==> config.mk <==
export PLATFORM = sky130hd
export DESIGN_NAME = spi_reg_bank
export DESIGN_NICKNAME = d
export VERILOG_FILES = /design/src/rtl/spi_reg_pkg.sv /design/src/rtl/spi_sync_edge.sv /design/src/rtl/spi_reg_bank.sv
export SDC_FILE = /design/constraint.sdc
export NUM_CORES = 1
export LEC_CHECK = 0
export CORE_MARGIN = 1.5
export CORE_UTILIZATION = 59
export CTS_BUF_LIST = sky130_fd_sc_hd__clkbuf_4 sky130_fd_sc_hd__clkbuf_8 sky130_fd_sc_hd__clkbuf_16
export DETAILED_ROUTE_END_ITERATION = 10
export PLACE_DENSITY_LB_ADDON = 0.12
export REMOVE_ABC_BUFFERS = 1
export SLEW_MARGIN = 20
export SYNTH_ARGS = -nofsm -noshare
export SYNTH_HDL_FRONTEND = slang
export SYNTH_SLANG_ARGS = --single-unit
==> constraint.sdc <==
create_clock -name clk -period 5.3 [get_ports clk]
set_input_delay 1.59 -clock clk [delete_from_list [all_inputs] [get_ports clk]]
set_output_delay 1.59 -clock clk [all_outputs]
set_load 0.05 [all_outputs]
==> src/rtl/spi_reg_pkg.sv <==
// Shared constants for the SPI register-bank target.
//   FSM state encodings, the rw-bit polarity, and the frame length helper.
package spi_reg_pkg;

  // FSM state encodings
  localparam logic [1:0] IDLE = 2'd0;
  localparam logic [1:0] CMD  = 2'd1;
  localparam logic [1:0] DATA = 2'd2;
  localparam logic [1:0] DONE = 2'd3;

  // Command MSB value that selects a write
  localparam logic RW_WRITE = 1'b1;

  // Total bits in one complete frame: rw + address + data
  function automatic int unsigned FRAME_LEN(input int unsigned addr_w, input int unsigned data_w);
    return 1 + addr_w + data_w;
  endfunction

endpackage

==> src/rtl/spi_sync_edge.sv <==
// Multi-flop synchroniser for one asynchronous input, with edge pulses.
//   clk, rst : system clock, async active-high reset
//   din      : asynchronous input
//   level    : synchronised level (SYNC_STAGES flops after din)
//   rise     : one-clk pulse on a synchronised 0->1 transition
//   fall     : one-clk pulse on a synchronised 1->0 transition
// The chain resets to 0, so an input already low at reset release produces
// no falling-edge pulse.
module spi_sync_edge #(
  parameter int unsigned SYNC_STAGES = 2
) (
  input  logic clk,
  input  logic rst,
  input  logic din,
  output logic level,
  output logic rise,
  output logic fall
);

  // SYNC_STAGES synchroniser flops plus one history flop for edge detection
  logic [SYNC_STAGES:0] pipe;

  always_ff @(posedge clk or posedge rst) begin
    if (rst) begin
      pipe <= '0;
    end else begin
      pipe <= {pipe[SYNC_STAGES-1:0], din};
    end
  end

  assign level = pipe[SYNC_STAGES-1];
  assign rise  = pipe[SYNC_STAGES-1] & ~pipe[SYNC_STAGES];
  assign fall  = ~pipe[SYNC_STAGES-1] & pipe[SYNC_STAGES];

endmodule

==> src/rtl/spi_reg_bank.sv <==
// SPI mode-0 target with a NUM_REGS x DATA_W read/write register bank.
//   clk, rst   : system clock (>= 8x SCLK), async active-high reset
//   sclk, copi : SPI clock and controller-out data (asynchronous)
//   ncs        : SPI chip select, active low (asynchronous)
//   cipo       : target-out data, valid while cipo_oe is high
//   cipo_oe    : high during the data phase of a read frame
//   regs_o     : flat register bank, reg k = regs_o[k*DATA_W +: DATA_W]
//   wr_strobe  : one-clk pulse on each committed write
//   wr_addr    : address of the last committed write
// Frame (MSB first, sampled on sclk rise): rw (1 = write), addr, data.
module spi_reg_bank
  import spi_reg_pkg::*;
#(
  parameter int unsigned NUM_REGS    = 5,
  parameter int unsigned DATA_W      = 8,
  parameter int unsigned ADDR_W      = 7,
  parameter int unsigned SYNC_STAGES = 2
) (
  input  logic                       clk,
  input  logic                       rst,
  input  logic                       sclk,
  input  logic                       copi,
  input  logic                       ncs,
  output logic                       cipo,
  output logic                       cipo_oe,
  output logic [NUM_REGS*DATA_W-1:0] regs_o,
  output logic                       wr_strobe,
  output logic [ADDR_W-1:0]          wr_addr
);

  localparam int unsigned CNT_W = $clog2(FRAME_LEN(ADDR_W, DATA_W));
  localparam logic [CNT_W-1:0]  CMD_LAST  = CNT_W'(ADDR_W);
  localparam logic [CNT_W-1:0]  DATA_LAST = CNT_W'(DATA_W - 1);
  localparam logic [ADDR_W:0]   NUM_REGS_W = (ADDR_W + 1)'(NUM_REGS);

  logic sclk_level, sclk_rise, sclk_fall;
  logic copi_level, copi_rise, copi_fall;
  logic ncs_level, ncs_rise, ncs_fall;

  spi_sync_edge #(.SYNC_STAGES(SYNC_STAGES)) u_sync_sclk (
    .clk   (clk),
    .rst   (rst),
    .din   (sclk),
    .level (sclk_level),
    .rise  (sclk_rise),
    .fall  (sclk_fall)
  );

  spi_sync_edge #(.SYNC_STAGES(SYNC_STAGES)) u_sync_copi (
    .clk   (clk),
    .rst   (rst),
    .din   (copi),
    .level (copi_level),
    .rise  (copi_rise),
    .fall  (copi_fall)
  );

  spi_sync_edge #(.SYNC_STAGES(SYNC_STAGES)) u_sync_ncs (
    .clk   (clk),
    .rst   (rst),
    .din   (ncs),
    .level (ncs_level),
    .rise  (ncs_rise),
    .fall  (ncs_fall)
  );

  // Only copi's level and the sclk/ncs edges drive the FSM
  logic unused_sync;
  assign unused_sync = ^{sclk_level, ncs_level, copi_rise, copi_fall};

  logic [1:0]        state;
  logic [CNT_W-1:0]  bit_cnt;
  logic [ADDR_W:0]   cmd_shift;
  logic [DATA_W-1:0] data_shift;
  logic [DATA_W-1:0] tx_shift;
  logic              rw;
  logic [ADDR_W-1:0] addr;

  // Shift-register values including the bit being sampled this cycle
  logic [ADDR_W:0]   cmd_next;
  logic [DATA_W-1:0] data_next;
  logic [DATA_W-1:0] tx_next;
  logic [DATA_W-1:0] rd_data;
  logic              addr_ok;

  assign cmd_next  = {cmd_shift[ADDR_W-1:0], copi_level};
  assign data_next = {data_shift[DATA_W-2:0], copi_level};
  assign tx_next   = tx_shift << 1;
  assign addr_ok   = {1'b0, addr} < NUM_REGS_W;

  // Read mux on the address being latched; out-of-range addresses read as 0
  always_comb begin
    rd_data = '0;
    for (int k = 0; k < int'(NUM_REGS); k++) begin
      if (cmd_next[ADDR_W-1:0] == ADDR_W'(k)) begin
        rd_data = regs_o[k*DATA_W +: DATA_W];
      end
    end
  end

  always_ff @(posedge clk or posedge rst) begin
    if (rst) begin
      state      <= IDLE;
      bit_cnt    <= '0;
      cmd_shift  <= '0;
      data_shift <= '0;
      tx_shift   <= '0;
      rw         <= 1'b0;
      addr       <= '0;
      cipo       <= 1'b0;
      cipo_oe    <= 1'b0;
      regs_o     <= '0;
      wr_strobe  <= 1'b0;
      wr_addr    <= '0;
    end else begin
      wr_strobe <= 1'b0;
      if (ncs_rise) begin
        // Deselect aborts whatever is in flight, including a commit on this same clk
        state   <= IDLE;
        bit_cnt <= '0;
        cipo    <= 1'b0;
        cipo_oe <= 1'b0;
      end else begin
        case (state)
          IDLE: begin
            if (ncs_fall) begin
              state   <= CMD;
              bit_cnt <= '0;
            end
          end
          CMD: begin
            if (sclk_rise) begin
              cmd_shift <= cmd_next;
              if (bit_cnt == CMD_LAST) begin
                rw      <= cmd_next[ADDR_W];
                addr    <= cmd_next[ADDR_W-1:0];
                bit_cnt <= '0;
                state   <= DATA;
                if (cmd_next[ADDR_W] != RW_WRITE) begin
                  tx_shift <= rd_data;
                  cipo     <= rd_data[DATA_W-1];
                  cipo_oe  <= 1'b1;
                end
              end else begin
                bit_cnt <= bit_cnt + 1'b1;
              end
            end
          end
          DATA: begin
            if (sclk_rise) begin
              data_shift <= data_next;
              if (bit_cnt == DATA_LAST) begin
                state   <= DONE;
                cipo    <= 1'b0;
                cipo_oe <= 1'b0;
                if (rw == RW_WRITE && addr_ok) begin
                  for (int k = 0; k < int'(NUM_REGS); k++) begin
                    if (addr == ADDR_W'(k)) begin
                      regs_o[k*DATA_W +: DATA_W] <= data_next;
                    end
                  end
                  wr_strobe <= 1'b1;
                  wr_addr   <= addr;
                end
              end else begin
                bit_cnt <= bit_cnt + 1'b1;
              end
            end else if (sclk_fall && bit_cnt != '0 && rw != RW_WRITE) begin
              // The MSB was presented on entry; the falling edge between the
              // last command bit and the first data bit must not advance it.
              tx_shift <= tx_next;
              cipo     <= tx_next[DATA_W-1];
            end
          end
          default: begin
            // DONE: sclk ignored until deselect
          end
        endcase
      end
    end
  end

endmodule
==> summary.txt <==
Outcome
  • Status: finished clean

Drt
  • Vias: 2790
  • Antenna viol nets, final: 0
  • DR WL/cell: 18.7 um
  • Drt initial violations: 121
  • Routed WL: 8780 um
  • Initial DRT Pass Iterations: 4
  • Drt drc: 0
  • Via density per instance: 5.94

GRT
  • GRT overflow: 0
  • GRT Total Usage: 25.1%
  • First-pass GRT wire length: 14300 um
  • Number of global-route vias before repair: 2831
  • Initial antenna violation count: 0
  • Largest net degree at the start of global routing: 42

Synth
  • Warnings, synthesis: 0
  • Post-synthesis cell type count: 54
  • Cells after Synth: 318
  • Flops & latches, synth: 93
  • Dominant synthesized flop cell: dfrtp_1
  • Top cells by area, synth: dfrtp_1 54%, mux2_2 15%, mux2i_1 3.3%
  • Most common cell in the netlist: dfrtp_1
  • Syn_area_per_cell: 13.5 sq um
  • Synth cell count leaders: 93 x dfrtp_1, 57 x mux2_2, 14 x mux2i_1
  • Seq/Total Area, Yosys: 54.2%
  • Post-synth EDFFs: 0
  • Yosys top cell by area: dfrtp_1
  • Share of the synthesized area in the top cell type: 54.2%
  • Async S/R FF share, synth: 100%
  • Mapped cell area: 4290 sq um

Die
  • Die Y: 88.3 um
  • Initial Util: 62.1%
  • Boundary Pins: 55
  • Die area: 7790 sq um
  • Die W: 88.3 um
  • Site Rows: 30
  • Core area: 6910 sq um

Setup path
  • Arrival time worst endpoint: 1.58 ns
  • WS Path Type: flip-flop to output port
  • Slowest-stage cell, CP: clkdlybuf4s50_1
  • Buffers & Inverters on Critical Path: 1
  • Critical Path Sink Type: output port
  • Critical Path Max Stage Delay: 0.83 ns
  • CP cell instances: clkdlybuf4s50_1
  • CP startpoint kind: flip-flop
  • Largest fanout on the critical path: 3
  • Crit path max-delay family: buffers and inverters
  • CP required: 3.71 ns

Clocking
  • # clock sinks: 93
  • CTS tree: built
  • Num CTS Buffers: 9
  • CTS resizes: 0
  • CTS Hold Bufs: 0
  • Root Buffer: clkbuf_8
  • Htree depth: 3
  • Max Root-Sink Buffers: 2
  • Clock network latency to the later pin of the worst-skew pair: 0.36 ns
  • Post-CTS setup buffer count: 0
  • Worst-path clk slew: 0.08 ns

Power
  • P_leak: 2.36 nW
  • PD cells: 338 nW/um^2
  • Max rail drop VDD: 0.000198 V

Finish
  • Post-route insts no fill: 470
  • Fraction of layout cells with a size suffix above 1: 24.9%
  • Design area: 5090 sq um
  • Nets: 383
  • Ant diodes: 0
  • Layout area overhead: 18.6%
  • Fill cells: 504
  • Final core occ: 73.7%

Placed design
  • Pre-CTS WS: 2.35 ns
  • Detail Placement HPWL: 6060 um
  • Placement Cell Area: 4900 sq um
  • Port bufs: 54
  • Placer Congestion: 0.866
  • Placed Instances: 456

Timing
  • Final Hold Viols: 0
  • Final setup viols: 0
  • Worst-margin pin slew: 1.06 ns
  • Fmax: 315 MHz
  • Clock skew: 0.0150 ns
  • RSZ-0062 raised after global routing: false
  • Rel. slew slack: 29.1%
  • Setup TNS: 0 ns
  • Final Max Tran Viols: 0
  • Post-route minimum period: 3.17 ns
  • Period utilisation layout: 59.8%
  • Setup ws final: 2.13 ns

Job
  • Max-cap violations: 0

Min path
  • Hold Path Class: flip-flop to flip-flop
kinds of logic after synthesis:
logic type / share of synthesized area [%]
AOI/OAI and AO/OA: 9.16
DFF: 54.2
adders and majority gates: 2.04
and+or+nand+nor: 10.6
buffers and inverters: 2.39
muxes: 21.6
final timing paths:
check                                     from  slack (ns)  cells after the start                   to
max                                 regs_o[24]        2.13                      1           regs_o[24]
min                        u_sync_copi.pipe[0]        0.36                      0  u_sync_copi.pipe[1]
max reg2reg                           state[0]        2.39                      6            regs_o[8]
min reg2reg                u_sync_copi.pipe[0]        0.36                      0  u_sync_copi.pipe[1]
max in group asynchronous                  rst        2.81                      3   u_sync_ncs.pipe[0]
min in group asynchronous                  rst        1.65                      2           wr_addr[4]
state kept, by name, indices dropped and copies added, names as in the netlist:
signal	flops
addr	7
bit_cnt	4
cipo	1
cipo_oe	1
cmd_shift	7
data_shift	7
regs_o	40
rw	1
state	2
tx_shift	7
u_sync_copi.pipe	2
u_sync_ncs.pipe	3
u_sync_sclk.pipe	3
wr_addr	7
wr_strobe	1
through the flow:
| stage | hold slack, ns | total power [mW] |
|---|---|---|
| global placement | 0.337 | 1.25 |
| detailed placement | 0.340 | 1.26 |
| CTS | 0.360 | 1.73 |
| floorplan | 0.331 | 1.14 |
| finish | 0.357 | 1.72 |
| global route | 0.372 | 1.81 |
final cells by class:
cell class	instances	area [sq um]	share of cell area, %
repair buffers	56	556	10.9
inverters	9	35.0	0.688
clock buffers	11	145	2.85
flip-flops and latches	93	2330	45.7
well taps	96	120	2.36
clock inverters	3	46.3	0.910
multi-input cells	202	1860	36.6
cells in the final DEF, fill, tap and decap left out, types with 7 or more instances in the layout:
cell / synthesis / layout
nor2_1: 8 / 8
mux2_2: 57 / 57
inv_1: 9 / 8
clkbuf_8: 0 / 10
mux2i_1: 14 / 14
dfrtp_1: 93 / 93
ha_1: 7 / 7
o21ai_0: 12 / 12
mux2_4: 8 / 8
nand2_1: 9 / 9
a21oi_1: 10 / 10
clkdlybuf4s50_1: 0 / 54
layer usage:
| layer | vias to the layer above | part of all wire, % | global-route usage [%] |
|---|---|---|---|
| met5 | - | 0 | 0 |
| met4 | 0 | 1.5 | 8.81 |
| met3 | 12 | 5.0 | 7.74 |
| met2 | 75 | 48 | 38.1 |
| met1 | 1419 | 45 | 34.6 |
| li1 | 1284 | - | - |
power breakdown:
part,internal [mW],switching [mW]
combinational,0.173,0.216
sequential,0.761,0.102
clock,0.233,0.234
total,1.17,0.553
Power figures use the tool's default switching activity.
